===== config.mk =====
export PLATFORM = sky130hd
export DESIGN_NAME = muldiv_iter
export DESIGN_NICKNAME = d
export VERILOG_FILES = /design/src/rtl/muldiv_iter_pkg.sv /design/src/rtl/muldiv_operand_prep.sv /design/src/rtl/muldiv_iter.sv
export SDC_FILE = /design/constraint.sdc
export NUM_CORES = 2
export LEC_CHECK = 0
export BUFFER_PORTS_ARGS = -buffer_cell sky130_fd_sc_hd__buf_2
export CORE_MARGIN = 4
export CORE_UTILIZATION = 49
export DETAILED_ROUTE_END_ITERATION = 6
export PLACE_DENSITY_LB_ADDON = 0.3
export SYNTH_ARGS = -nofsm -noshare
export SYNTH_HDL_FRONTEND = slang
export SYNTH_HIERARCHICAL = 1
export SYNTH_SLANG_ARGS = --single-unit
export TNS_END_PERCENT = 100

===== constraint.sdc =====
create_clock -name clk -period 3.95 [get_ports clk]
set_input_delay 0 -clock clk [delete_from_list [all_inputs] [get_ports clk]]
set_output_delay 0 -clock clk [all_outputs]
set_load 0.02 [all_outputs]

===== src/rtl/muldiv_iter_pkg.sv =====
// Shared funct3 codes, FSM state encoding and operand signedness helpers for the
// iterative multiply/divide unit.
package muldiv_iter_pkg;

  typedef enum logic [2:0] {
    OP_MUL    = 3'd0,
    OP_MULH   = 3'd1,
    OP_MULHSU = 3'd2,
    OP_MULHU  = 3'd3,
    OP_DIV    = 3'd4,
    OP_DIVU   = 3'd5,
    OP_REM    = 3'd6,
    OP_REMU   = 3'd7
  } muldiv_op_e;

  typedef enum logic [1:0] {
    S_IDLE = 2'd0,
    S_CALC = 2'd1,
    S_FIX  = 2'd2,
    S_DONE = 2'd3
  } muldiv_state_e;

  function automatic logic op_is_div(input logic [2:0] op);
    return op[2];
  endfunction

  // MUL is treated as unsigned: the low half of the product does not depend on signedness.
  function automatic logic op_a_signed(input logic [2:0] op);
    logic s;
    case (op)
      OP_MULH, OP_MULHSU, OP_DIV, OP_REM: s = 1'b1;
      default:                            s = 1'b0;
    endcase
    return s;
  endfunction

  function automatic logic op_b_signed(input logic [2:0] op);
    logic s;
    case (op)
      OP_MULH, OP_DIV, OP_REM: s = 1'b1;
      default:                 s = 1'b0;
    endcase
    return s;
  endfunction

endpackage


===== src/rtl/muldiv_operand_prep.sv =====
// Combinational operand conditioning: word extraction, sign detection, magnitudes,
// and the divide-by-zero / signed-overflow shortcut results.
module muldiv_operand_prep
  import muldiv_iter_pkg::*;
#(
  parameter int XLEN    = 64,
  parameter bit WORD_EN = 1'b1
) (
  input  logic [2:0]      op,
  input  logic            word,
  input  logic [XLEN-1:0] rs1,
  input  logic [XLEN-1:0] rs2,
  output logic            word_eff,
  output logic            a_neg,
  output logic            b_neg,
  output logic [XLEN-1:0] a_mag,
  output logic [XLEN-1:0] b_mag,
  output logic            special,
  output logic [XLEN-1:0] special_res
);

  logic [XLEN-1:0] mask_s;
  logic [XLEN-1:0] min_s;
  logic [XLEN-1:0] a_ext_s;
  logic [XLEN-1:0] b_ext_s;
  logic [XLEN-1:0] raw_s;
  logic            a_msb_s;
  logic            b_msb_s;
  logic            div_zero_s;
  logic            ovf_s;

  // Derive N-bit operand views, magnitudes and the shortcut result.
  always_comb begin
    word_eff = WORD_EN & word;
    if (word_eff) begin
      mask_s  = XLEN'(32'hFFFF_FFFF);
      min_s   = XLEN'(32'h8000_0000);
      a_msb_s = rs1[31];
      b_msb_s = rs2[31];
    end else begin
      mask_s  = {XLEN{1'b1}};
      min_s   = {1'b1, {(XLEN-1){1'b0}}};
      a_msb_s = rs1[XLEN-1];
      b_msb_s = rs2[XLEN-1];
    end
    a_ext_s = rs1 & mask_s;
    b_ext_s = rs2 & mask_s;
    a_neg   = op_a_signed(op) & a_msb_s;
    b_neg   = op_b_signed(op) & b_msb_s;
    a_mag   = a_neg ? ((~a_ext_s + XLEN'(1'b1)) & mask_s) : a_ext_s;
    b_mag   = b_neg ? ((~b_ext_s + XLEN'(1'b1)) & mask_s) : b_ext_s;

    div_zero_s = op_is_div(op) & (b_ext_s == {XLEN{1'b0}});
    ovf_s      = op_is_div(op) & op_a_signed(op) & (a_ext_s == min_s) & (b_ext_s == mask_s);
    special    = div_zero_s | ovf_s;

    // op[1] selects the remainder flavour of the divide ops.
    if (div_zero_s) begin
      raw_s = op[1] ? a_ext_s : mask_s;
    end else if (ovf_s) begin
      raw_s = op[1] ? {XLEN{1'b0}} : min_s;
    end else begin
      raw_s = {XLEN{1'b0}};
    end
    special_res = word_eff ? XLEN'(signed'(raw_s[31:0])) : raw_s;
  end

endmodule


===== src/rtl/muldiv_iter.sv =====
// Iterative RV M-extension unit: radix-2 shift-add multiply and restoring divide,
// one bit per cycle, with valid/ready handshakes on both sides and flush support.
module muldiv_iter
  import muldiv_iter_pkg::*;
#(
  parameter int XLEN     = 64,
  parameter bit HAS_WORD = 1'b1
) (
  input  logic            clk,
  input  logic            rst,
  input  logic            flush_i,
  input  logic            valid_i,
  output logic            ready_o,
  input  logic [2:0]      op_i,
  input  logic            word_i,
  input  logic [XLEN-1:0] rs1_data_i,
  input  logic [XLEN-1:0] rs2_data_i,
  output logic            valid_o,
  input  logic            ready_i,
  output logic [XLEN-1:0] result_o
);

  localparam bit WORD_EN = (XLEN == 64) && HAS_WORD;
  localparam int AW      = 2 * XLEN;

  muldiv_state_e   state_r;
  logic [5:0]      cnt_r;
  logic [AW-1:0]   acc_r;
  logic [XLEN-1:0] b_mag_r;
  logic [XLEN-1:0] result_r;
  logic [2:0]      op_r;
  logic            word_r;
  logic            a_neg_r;
  logic            b_neg_r;
  logic            valid_r;
  logic            ready_r;

  logic            word_s;
  logic            a_neg_s;
  logic            b_neg_s;
  logic [XLEN-1:0] a_mag_s;
  logic [XLEN-1:0] b_mag_s;
  logic            special_s;
  logic [XLEN-1:0] special_res_s;

  logic [XLEN:0]   sum_s;
  logic [XLEN:0]   trial_s;
  logic [AW-1:0]   mul_next_s;
  logic [AW-1:0]   div_next_s;
  logic [AW-1:0]   prod_s;
  logic [XLEN-1:0] pw_s;
  logic [XLEN-1:0] q_s;
  logic [XLEN-1:0] r_s;
  logic [XLEN-1:0] raw_s;
  logic [XLEN-1:0] fix_res_s;
  logic [5:0]      last_s;
  logic            neg_s;

  muldiv_operand_prep #(
    .XLEN    (XLEN),
    .WORD_EN (WORD_EN)
  ) u_prep (
    .op          (op_i),
    .word        (word_i),
    .rs1         (rs1_data_i),
    .rs2         (rs2_data_i),
    .word_eff    (word_s),
    .a_neg       (a_neg_s),
    .b_neg       (b_neg_s),
    .a_mag       (a_mag_s),
    .b_mag       (b_mag_s),
    .special     (special_s),
    .special_res (special_res_s)
  );

  // One iteration step of each algorithm plus the sign fix-up of the finished value.
  always_comb begin
    neg_s      = a_neg_r ^ b_neg_r;
    sum_s      = {1'b0, acc_r[AW-1:XLEN]} + (acc_r[0] ? {1'b0, b_mag_r} : {(XLEN+1){1'b0}});
    mul_next_s = {sum_s, acc_r[XLEN-1:1]};
    trial_s    = acc_r[AW-1:XLEN-1] - {1'b0, b_mag_r};
    if (trial_s[XLEN]) begin
      div_next_s = {acc_r[AW-2:0], 1'b0};
    end else begin
      div_next_s = {trial_s[XLEN-1:0], acc_r[XLEN-2:0], 1'b1};
    end

    // After 32 steps of an XLEN-wide shift-add the word product sits 32 bits up.
    prod_s = neg_s ? (~acc_r + AW'(1'b1)) : acc_r;
    pw_s   = neg_s ? (~acc_r[XLEN+31:32] + XLEN'(1'b1)) : acc_r[XLEN+31:32];
    q_s    = word_r ? (acc_r[XLEN-1:0] & XLEN'(32'hFFFF_FFFF)) : acc_r[XLEN-1:0];
    r_s    = acc_r[AW-1:XLEN];

    if (op_r[2]) begin
      if (op_r[1]) begin
        raw_s = a_neg_r ? (~r_s + XLEN'(1'b1)) : r_s;
      end else begin
        raw_s = neg_s ? (~q_s + XLEN'(1'b1)) : q_s;
      end
    end else if (word_r) begin
      raw_s = (op_r == OP_MUL) ? pw_s : (pw_s >> 6'd32);
    end else begin
      raw_s = (op_r == OP_MUL) ? prod_s[XLEN-1:0] : prod_s[AW-1:XLEN];
    end
    fix_res_s = word_r ? XLEN'(signed'(raw_s[31:0])) : raw_s;
    last_s    = word_r ? 6'd31 : 6'(XLEN - 1);
  end

  // Control FSM with the iteration counter, datapath registers and registered outputs.
  always_ff @(posedge clk) begin
    if (!rst) begin
      state_r  <= S_IDLE;
      cnt_r    <= 6'd0;
      acc_r    <= {AW{1'b0}};
      b_mag_r  <= {XLEN{1'b0}};
      result_r <= {XLEN{1'b0}};
      op_r     <= 3'd0;
      word_r   <= 1'b0;
      a_neg_r  <= 1'b0;
      b_neg_r  <= 1'b0;
      valid_r  <= 1'b0;
      ready_r  <= 1'b1;
    end else if (flush_i) begin
      state_r  <= S_IDLE;
      cnt_r    <= 6'd0;
      result_r <= {XLEN{1'b0}};
      valid_r  <= 1'b0;
      ready_r  <= 1'b1;
    end else begin
      case (state_r)
        S_IDLE: begin
          if (valid_i && ready_r) begin
            op_r    <= op_i;
            word_r  <= word_s;
            a_neg_r <= a_neg_s;
            b_neg_r <= b_neg_s;
            b_mag_r <= b_mag_s;
            cnt_r   <= 6'd0;
            ready_r <= 1'b0;
            // Word dividends start at the top so the quotient lands in bits [31:0].
            acc_r   <= {{XLEN{1'b0}},
                        (word_s && op_is_div(op_i)) ? (a_mag_s << (XLEN - 32)) : a_mag_s};
            if (special_s) begin
              state_r  <= S_DONE;
              result_r <= special_res_s;
              valid_r  <= 1'b1;
            end else begin
              state_r  <= S_CALC;
            end
          end
        end
        S_CALC: begin
          acc_r <= op_r[2] ? div_next_s : mul_next_s;
          if (cnt_r == last_s) begin
            cnt_r   <= 6'd0;
            state_r <= S_FIX;
          end else begin
            cnt_r   <= cnt_r + 6'd1;
          end
        end
        S_FIX: begin
          result_r <= fix_res_s;
          valid_r  <= 1'b1;
          state_r  <= S_DONE;
        end
        S_DONE: begin
          if (ready_i) begin
            valid_r <= 1'b0;
            ready_r <= 1'b1;
            state_r <= S_IDLE;
          end
        end
        default: begin
          state_r <= S_IDLE;
          valid_r <= 1'b0;
          ready_r <= 1'b1;
          cnt_r   <= 6'd0;
        end
      endcase
    end
  end

  assign ready_o  = ready_r;
  assign valid_o  = valid_r;
  assign result_o = result_r;

endmodule


==> metrics.md <==
| Metric | Value |
|---|---|
| Outcome | complete, but fails checks |
| Violated checks | DRC |
| Top-Level Pins | 203 |
| Final Slew Violations | 0 |
| Minimum clock period | 3.89 ns |
| Sink Count | 272 |
| Initial antenna violation count | 16 |
| Core Region | 0.0691 sq mm |
| # port buffers | 202 |
| GRT overflow | 0 |
| Lkg Pwr | 0.0170 uW |
| Die Y | 273 microns |
| Critical Path Fanout Max | 22 |
| Critical Path Sink | result_o[52] |
| Synth cell count leaders | 573 x nor2_1, 550 x nand2_1, 503 x a21oi_1 |
| Slowest-stage cell, CP | a2111oi_1 |
| Utilization after layout | 0.591 |
| Share of cells above drive strength 1 | 0.174 |
| Area occupied by multi-input gates | 0.0268 sq mm |
| Final net count | 5712 |
| Die footprint | 0.0744 sq mm |
| DP Area | 0.0387 sq mm |
| Power per Cell Area | 284 mW/mm^2 |
| Worst Setup Start Kind | input pin |
| Wirelength per Cell | 29.3 microns |
| Via count | 43500 |
| Sequential-to-total area share from yosys stat | 0.159 |
| Most common cell on crit path | buf_4 |
| CTS buffer count | 37 |
| Yosys warning count | 6 |
| CTS clk-pin slew, worst paths | 0.06 ns |
| Final Skew | 0.0212 ns |
| Total Wirelength | 188000 microns |
| WS Path Type | in2reg |
| Vias in the first global route | 39700 |
| Fillcell total | 6791 |
| FF-to-FF setup slack | 0.07 ns |
| DR vias/cell | 6.80 |
| Synth Net Count | 5357 |
| Pre-antenna DRT Iters | 7 |
| Post-Syn Instances | 5079 |
| Final Power | 11600 uW |
| Area growth from synthesis to layout | 18.8% |
| Asr flop ratio synth | 0 |
| CP Capture Type | flop |
| Initial Util | 0.497 |
| DRC Markers | 23 |
| Crit share post-route | 0.984 |
| Total Neg Setup Slack | 0 ns |
| Max-cap violations | 0 |
| Highest clock rate | 257 MHz |
| #FFs+latches synth | 272 |
| Setup violators final | 0 |
| Largest net degree at the start of global routing | 138 |
| Worst-Margin Slew | 1.32 ns |
| Final ANT Viol Nets | 0 |
| Mapped Area | 0.0343 sq mm |
| Dominant synthesized flop cell | dfxtp_1 |
| Clock power frac | 0.306 |
| CTS tree | built |
| Int Pwr | 6620 uW |
| CP Cell Sequence | dlygate4sd3_1 > buf_2 > nand4_1 > a2111oi_1 > and4_1 > nand3b_1 > o21ai_0 > buf_4 > and3_2 > mux2i_4 > nor2_1 > buf_4 > buf_4 > nand2_1 > and3_1 > o21ai_0 |
| Root buffer cell | clkbuf_16 |
| Hold Path Class | in2reg |
| Slowest stage delay, CP | 0.76 ns |
| Tot GR Track Use | 0.478 |
| Storage cell area | 0.00545 sq mm |
| NetSw | 4950 uW |
| Most common cell in the netlist | nor2_1 |
| Gpl congestion | 1.09 |
| Critical path arrival | 4.38 ns |
| Maximum vdd drop | 0.318 mV |
| Crit path launch | rs2_data_i[25] |
| Inst Count DP | 6253 |
| Combinational share of power | 0.437 |
| Reg power frac | 0.257 |
| Largest area contributor in the netlist | dfxtp_1 |
| Syn avg cell area | 6.76 sq um |
| Sw Ratio | 0.428 |
| Rows | 96 |
| Finished Layout Cells | 6400 |
| Number of DRC markers in iteration 0 | 6847 |
| H-tree Lvls | 2 |
| Worst R2R Path Depth | 15 |
| Unrepaired setup endpoints after global routing | true |
| Relative slew margins | 0.119 |
| EDFF count, synth | 0 |
| Worst R2R End | acc_r[122] |
| Die width | 273 microns |
| First-pass GRT wire length | 268000 microns |
| Yosys cell types | 103 |
| DP Wirelength | 143000 microns |
| Final hold viol count | 0 |
| Reg2reg start | acc_r[0] |
| Req. time, crit path | 4.45 ns |
| Synth top area share | 0.159 |
| Design area | 0.0408 sq mm |
| Clk Latency, worst-skew pair | 0.59 ns |
| Clock buffer depth | 3 |
| Top post-synthesis cells by area | dfxtp_1 16%, a21oi_1 7.3%, xnor2_1 7.3% |
==> placed cells by master, fill, tap and decap left out, types with 37 or more instances in the layout <==
master,instances
a211oi_1,139
xor2_1,194
buf_2,201
a21oi_1,500
or3_1,43
clkbuf_16,37
dfxtp_1,267
mux2_2,37
buf_4,447
dlygate4sd3_1,69
mux2i_1,84
o31ai_1,39
o21ai_0,341
nand2_1,549
a21o_1,81
a31oi_1,83
xnor2_1,284
nor4_1,88
nand4_1,82
nor2_1,565
nand3_1,67
nor3_1,147
o221ai_1,37
and3_1,53
inv_1,157
ha_1,137
o211ai_1,45
==> logic make-up (layout without fill, tap and decap cells) <==
logic type / Yosys count / after routing / share of synthesized area
and+or+nand+nor: 1841 / 1841 / 0.256
AOI/OAI and AO/OA: 1632 / 1632 / 0.303
buffers and inverters: 586 / 967 / 0.0681
xor gates and xnor gates: 481 / 481 / 0.123
DFF: 272 / 272 / 0.159
adders and majority gates: 141 / 141 / 0.0518
muxes: 126 / 126 / 0.0395
other: 0 / 9 / 0
==> layer usage <==
| layer | GRT usage | wire length [microns] | up-vias |
|---|---|---|---|
| met5 | 0 | 107 | - |
| met4 | 0.414 | 21000 | 20 |
| met3 | 0.138 | 22400 | 899 |
| met2 | 0.707 | 77700 | 3163 |
| met1 | 0.566 | 66400 | 20300 |
| li1 | - | - | 19200 |
==> state kept, by name, indices dropped and copies added, names as in the netlist <==
register and count:
a_neg_r 1, acc_r 128, b_mag_r 64, b_neg_r 1, cnt_r 6, op_r 3
ready_o 1, result_o 64, state_r 2, valid_o 1, word_r 1
==> stage by stage <==
step | hold WS (ns) | setup WS (ns)
after floorplan | 0.136 | 0.329
after global placement | 0.293 | -0.278
after global routing | 0.00492 | -0.0382
after detailed placement | 0.306 | -0.315
final | 0.00951 | 0.0638
after CTS | 0.000879 | 0.00826
==> cell type report <==
type                       instances  area share
multi-input combinational       4221       0.658
clock buffer                      48      0.0247
sequential                       272       0.134
timing repair buffer             739       0.134
tap                              931      0.0286
antenna                            9    0.000552
inverter                         163      0.0151
clock inverter                    17     0.00497
==> timing repair <==
action / CTS / global route
gates resized for setup: 7 / 36
hold buffers: 69 / 0
hold endpoints to repair: 67 / 0
setup buffers: 0 / 3
pin swaps: 0 / 1
endpoints found under the setup margin: 7 / 70
==> worst min path at each step <==
| stage | start | endpoint | cells after the start |
|---|---|---|---|
| after floorplan | op_i[0] | op_r[0] | 2 |
| after global placement | op_i[0] | op_r[0] | 3 |
| after detailed placement | op_i[0] | op_r[0] | 3 |
| after CTS | rs2_data_i[7] | b_mag_r[7] | 4 |
| after global routing | rs2_data_i[7] | b_mag_r[7] | 4 |
| final | rs2_data_i[42] | b_mag_r[42] | 5 |
==> critical path, delay by kind of cell <==
kind                   cells  cell delay, ns
AOI/OAI and AO/OA          3            1.18
buffers and inverters      5            1.34
muxes                      1            0.15
and+or+nand+nor            7            1.69
==> power groups by stage <==
stage | Combinational (uW) | Sequential, uW | Clock (uW)
floorplan | 2760 | 2970 | 0
global placement | 4680 | 3020 | 0
detailed placement | 4670 | 3030 | 0
CTS | 4760 | 2970 | 3520
global route | 5240 | 2980 | 3600
finish | 5060 | 2970 | 3540
Note: power is estimated with default switching activity, not from simulation.
